`config.mk`:
```
export PLATFORM = sky130hd
export DESIGN_NAME = event_sync_rx
export DESIGN_NICKNAME = d
export VERILOG_FILES = /design/src/rtl/event_sync_pkg.sv /design/src/rtl/event_sync_rx_sync.sv /design/src/rtl/event_sync_rx.sv
export SDC_FILE = /design/constraint.sdc
export NUM_CORES = 1
export LEC_CHECK = 0
export ABC_CLOCK_PERIOD_IN_PS = 3700
export CELL_PAD_IN_SITES_DETAIL_PLACEMENT = 0
export CELL_PAD_IN_SITES_GLOBAL_PLACEMENT = 1
export CORE_MARGIN = 10
export CORE_UTILIZATION = 30
export CTS_CLUSTER_DIAMETER = 50
export DETAILED_ROUTE_END_ITERATION = 12
export GPL_ROUTABILITY_DRIVEN = 0
export GPL_TIMING_DRIVEN = 0
export HOLD_SLACK_MARGIN = 0.12
export PLACE_DENSITY_LB_ADDON = 0.1
export SLEW_MARGIN = 20
export SYNTH_ARGS = -nofsm -noshare
export SYNTH_HDL_FRONTEND = slang
export SYNTH_SLANG_ARGS = --single-unit
```
`constraint.sdc`:
```
create_clock -name clk -period 3.7 [get_ports clk]
set_input_delay 0.74 -clock clk [delete_from_list [all_inputs] [get_ports clk]]
set_output_delay 0.74 -clock clk [all_outputs]
set_load 0.01 [all_outputs]
```
`src/rtl/event_sync_pkg.sv`:
```
// Shared sizing helpers and legal parameter ranges for the event_sync_rx block.
package event_sync_pkg;

  localparam int CHANNELS_MIN = 1;
  localparam int CHANNELS_MAX = 16;
  localparam int SYNC_MIN     = 2;
  localparam int SYNC_MAX     = 4;
  localparam int CNT_W_MIN    = 1;
  localparam int CNT_W_MAX    = 16;

  // Channel index width; a single channel still gets a 1-bit index.
  function automatic int ch_w(input int n);
    return (n <= 2) ? 1 : $clog2(n);
  endfunction

  function automatic int cnt_max(input int w);
    return (1 << w) - 1;
  endfunction

endpackage

```
`src/rtl/event_sync_rx_sync.sv`:
```
// One channel's toggle synchronizer: STAGES sync flops, one history flop, and
// a one-cycle pulse per level change of the asynchronous toggle.
module toggle_sync_cell #(
  parameter int STAGES = 2
) (
  input  logic clk,
  input  logic rst,
  input  logic toggle_in,
  output logic pulse
);

  logic [STAGES-1:0] sync_q, sync_d;
  logic              hist_q, hist_d;

  always_comb begin
    sync_d = {sync_q[STAGES-2:0], toggle_in};
    hist_d = sync_q[STAGES-1];
  end

  always_ff @(posedge clk or posedge rst) begin
    if (rst) begin
      sync_q <= '0;
      hist_q <= 1'b0;
    end else begin
      sync_q <= sync_d;
      hist_q <= hist_d;
    end
  end

  assign pulse = sync_q[STAGES-1] ^ hist_q;

endmodule

```
`src/rtl/event_sync_rx.sv`:
```
// Multi-channel toggle event receiver: per-channel sync, saturating event counters,
// round-robin valid/ready delivery, ack toggles. Sticky overflow flags: EVENT_SYNC_OVERFLOW_EN.
module event_sync_rx
  import event_sync_pkg::*;
#(
  parameter  int CHANNELS    = 4,
  parameter  int SYNC_STAGES = 2,
  parameter  int CNT_W       = 4,
  localparam int CH_W        = ch_w(CHANNELS)
) (
  input  logic                clk,
  input  logic                rst,
  input  logic [CHANNELS-1:0] toggle_in,
  output logic                evt_valid,
  output logic [CH_W-1:0]     evt_chan,
  input  logic                evt_ready,
  output logic [CHANNELS-1:0] ack_toggle,
  output logic [CHANNELS-1:0] pending_nz,
  output logic [CHANNELS-1:0] overflow
);

  localparam logic [CNT_W-1:0] CNT_MAX = CNT_W'(cnt_max(CNT_W));

  if (CHANNELS < CHANNELS_MIN || CHANNELS > CHANNELS_MAX ||
      SYNC_STAGES < SYNC_MIN || SYNC_STAGES > SYNC_MAX ||
      CNT_W < CNT_W_MIN || CNT_W > CNT_W_MAX) begin : g_param_err
    $error("event_sync_rx: parameter out of range");
  end

  logic [CHANNELS-1:0] pulse, pop, nz;
  logic [CNT_W-1:0]    cnt_q [CHANNELS];
  logic [CNT_W-1:0]    cnt_d [CHANNELS];
  logic                evt_valid_q, evt_valid_d;
  logic [CH_W-1:0]     evt_chan_q, evt_chan_d, ptr_q, ptr_d;
  logic [CHANNELS-1:0] ack_q, ack_d, pnz_q, pnz_d;
  logic                hs;

  for (genvar gi = 0; gi < CHANNELS; gi++) begin : g_sync
    toggle_sync_cell #(.STAGES(SYNC_STAGES)) u_sync (
      .clk       (clk),
      .rst       (rst),
      .toggle_in (toggle_in[gi]),
      .pulse     (pulse[gi])
    );
  end

  always_comb begin
    hs          = evt_valid_q & evt_ready;
    pop         = '0;
    nz          = '0;
    ptr_d       = ptr_q;
    evt_valid_d = evt_valid_q;
    evt_chan_d  = evt_chan_q;
    for (int i = 0; i < CHANNELS; i++) begin
      pop[i]   = hs && (evt_chan_q == CH_W'(i));
      cnt_d[i] = cnt_q[i];
      // A pulse into a full counter is dropped; pulse with pop cancels out.
      if (pulse[i] && !pop[i] && cnt_q[i] != CNT_MAX)
        cnt_d[i] = cnt_q[i] + CNT_W'(1);
      else if (pop[i] && !pulse[i])
        cnt_d[i] = cnt_q[i] - CNT_W'(1);
      nz[i] = (cnt_d[i] != '0);
    end
    if (hs)
      ptr_d = (evt_chan_q == CH_W'(CHANNELS - 1)) ? '0 : evt_chan_q + CH_W'(1);
    // Re-select only when the output slot is free, so a stalled event stays put.
    if (!evt_valid_q || hs) begin
      evt_valid_d = |nz;
      for (int k = CHANNELS - 1; k >= 0; k--) begin
        if (nz[(int'(ptr_d) + k) % CHANNELS])
          evt_chan_d = CH_W'((int'(ptr_d) + k) % CHANNELS);
      end
    end
    ack_d = ack_q ^ pop;
    pnz_d = nz;
  end

  always_ff @(posedge clk or posedge rst) begin
    if (rst) begin
      for (int i = 0; i < CHANNELS; i++) cnt_q[i] <= '0;
      evt_valid_q <= 1'b0;
      evt_chan_q  <= '0;
      ptr_q       <= '0;
      ack_q       <= '0;
      pnz_q       <= '0;
    end else begin
      for (int i = 0; i < CHANNELS; i++) cnt_q[i] <= cnt_d[i];
      evt_valid_q <= evt_valid_d;
      evt_chan_q  <= evt_chan_d;
      ptr_q       <= ptr_d;
      ack_q       <= ack_d;
      pnz_q       <= pnz_d;
    end
  end

`ifdef EVENT_SYNC_OVERFLOW_EN
  logic [CHANNELS-1:0] ovf_q, ovf_d;

  always_comb begin
    ovf_d = ovf_q;
    for (int i = 0; i < CHANNELS; i++)
      if (pulse[i] && !pop[i] && cnt_q[i] == CNT_MAX) ovf_d[i] = 1'b1;
  end

  always_ff @(posedge clk or posedge rst) begin
    if (rst) ovf_q <= '0;
    else     ovf_q <= ovf_d;
  end

  assign overflow = ovf_q;
`else
  assign overflow = '0;
`endif

  assign evt_valid  = evt_valid_q;
  assign evt_chan   = evt_chan_q;
  assign ack_toggle = ack_q;
  assign pending_nz = pnz_q;

endmodule

```
==> results.cfg <==
[clock_tree]
numClockSinks = 41
numCtsBuffers = 5
cts_max_level = 2
cts_tree = done
root_buffer = clkbuf_8
ctsResizeCount = 0
clock_path_buffers = 2
clk_pin_slew_ps = 70
holdBufCountCts = 0
clk_latency_ps = 280
postCtsSetupBuffers = 0

[global_route]
grt_overflow_total = 0
grtUsageTotal_pct = 7.86
first_global_vias = 1448
grt_pass1_wl_mm = 7.16
grt_max_degree = 23
grt_antenna_before_repair = 0

[status]
status = completed

[synth]
synth-main-ff-cell = dfrtp_1
ys_seq_area_share_pct = 47.8
syn_avg_cell_area_um2 = 10.8
async_flop_share_pct = 100
netlist.area_leader.share_pct = 47.8
yosysTopAreaCell = dfrtp_1
yosysWarningCount = 0
yosys.cell_count.top_type = dfrtp_1
syn_area_um2 = 2150
ys_ff_latch = 41
ys_types = 49
syn_inst = 199
synth_edf_count = 0
synth_area_leaders = dfrtp_1, ha_1, xnor2_1, nand3_1, inv_1
synth_common_cells = dfrtp_1, nand3_1, inv_1, nand2_1, ha_1

[sta]
final-setup-viol-count = 0
max_freq_ghz = 0.301
finalHoldViolations = 0
period_share_pct = 89.7
drv_slew = 0
rsz0062_at_grt = false
fin_worst_skew_ps = 7.95
fin_hold_ws_ps = 354
finalCriticalPeriod_ps = 3320

[floorplan]
start_util_pct = 31.3
rows = 30
ios = 22
core_um2 = 6870
die_x_um = 105
die_h_um = 105
dieArea_um2 = 10900

[finish]
diodes = 0
drive_gt1_share_pct = 14.9
postLayoutCoreUtil_pct = 37.7
nets = 246
syn_to_final_growth_pct = 20.7
num-fill-cells = 691

[power]
seqPwrFrac_pct = 38.3
clkPwrFrac_pct = 18.1
powerDensity_nw_per_um2 = 775
p_int_mw = 1.25
p_leak_nw = 1.11
switching_power_mw = 0.763
sw_frac_of_total_pct = 38.0
p_comb_share_pct = 43.6
ir_drop_v = 0.000253

[critical_path]
cp-start-kind = input port
crit_fanout = 8
critPathRequiredTime_ps = 3860
critPathCaptureType = flop
arrival_ps = 3480
worstSetupPathType = input port to flop

[detailed_routing]
wirelength_mm = 4.13
ant_nets = 0
avgViaCountPerCell = 4.60
drtIter0Drc = 46
via_count = 1491
detail_route.wl_per_cell_um = 12.7
first_pass_iters = 4
drc = 0

[flow_run]
drv_cap = 0

[placement]
port_buffers = 17
dp.final_hpwl_mm = 3.22

[min_path]
hold_path.class = flop to flop
metal layers:
layer | wire length [um] | track usage (%) | part of all wire, %
met1 | 2120 | 10.7 | 51
met5 | 0 | 0 | 0
met4 | 63 | 3.24 | 1.5
met3 | 246 | 2.95 | 6.0
met2 | 1700 | 10.9 | 41
area by class of cell:
type / instances / area [um^2] / share of cell area (%)
plain buffers: 8 / 56.3 / 2.17
clock buffers: 7 / 86.3 / 3.33
clock inverters: 1 / 30.0 / 1.16
flip-flops and latches: 41 / 1030 / 39.6
repair buffers: 18 / 198 / 7.63
inverters: 13 / 48.8 / 1.88
well taps: 96 / 120 / 4.63
multi-input cells: 140 / 1030 / 39.6
per-stage QoR:
step                total power [mW]  TNS (ps)  std cells  area [um^2]  setup slack, ps
finish                          2.01         0        324         2590              382
global route                    2.19         0        324         2590              179
CTS                             2.04         0        324         2590              388
detailed placement              1.65         0        316         2480             83.4
global placement                1.62     -23.1        315         2450            -23.1
floorplan                       1.38         0        202         2160             1040
flip-flops by register name, summed over array words and instances (netlist names):
register and flops:
ack_toggle 4, evt_valid 1, ptr_q 2, cnt_q 16, g_sync.u_sync.hist_q 4, g_sync.u_sync.sync_q 8, evt_chan 2, pending_nz 4
path summary, 6_finish.rpt:
check	from	slack, ps	depth (start not counted)	to
min	g_sync[2].u_sync.sync_q[0]	350	0	g_sync[2].u_sync.sync_q[1]
max	evt_ready	380	9	evt_chan[1]
min in group asynchronous	rst	790	2	g_sync[2].u_sync.sync_q[1]
min reg2reg	g_sync[2].u_sync.sync_q[0]	350	0	g_sync[2].u_sync.sync_q[1]
max in group asynchronous	rst	2440	3	ptr_q[0]
max reg2reg	evt_chan[0]	830	11	evt_chan[0]
worst max-delay path, stage by stage:
cell             delay, ps
clkdlybuf4s50_1        720
nand3_4                170
or2_4                  270
o41ai_1                300
xor2_1                 140
or4_1                  400
buf_2                  170
a2111oi_0              430
o31ai_1                130
cell usage in the layout (no fill, tap or decap), drive strengths merged, types with 2 or more instances in the layout:
cell type	instances
buf	8
clkdlybuf4s50	17
a211oi	2
a31o	3
or2	2
conb	4
nand4	2
nor2	8
dfrtp	41
ha	12
o21ai	7
or4	3
o41ai	3
a2111oi	2
nand2	14
a31oi	3
nand3	19
o31ai	3
nor3	5
and3	5
xor2	6
o2bb2ai	2
xnor2	12
a21oi	9
clkbuf	8
inv	13
a22oi	3
kinds of logic (layout without fill, tap and decap cells):
kind of cell / Yosys count / count (layout) / share of synthesized area, %
AND/OR/NAND/NOR: 64 / 64 / 16.8
flip-flops: 41 / 41 / 47.8
AO/OA/AOI/OAI: 40 / 40 / 13.9
buffers and inverters: 21 / 47 / 4.90
XOR/XNOR: 18 / 18 / 8.39
adder cells (fa/ha/maj): 12 / 12 / 6.99
multiplexers: 2 / 2 / 0.991
other: 1 / 4 / 0.175
power by group through the flow:
stage	Combinational (mW)	Clock (mW)	Sequential, mW
2_1_floorplan	0.616	0	0.764
3_3_place_gp	0.853	0	0.769
3_5_place_dp	0.878	0	0.777
4_1_cts	0.885	0.383	0.768
5_1_grt	0.993	0.400	0.797
6_report	0.876	0.363	0.769
No activity file was read; power rests on OpenSTA's default activity.
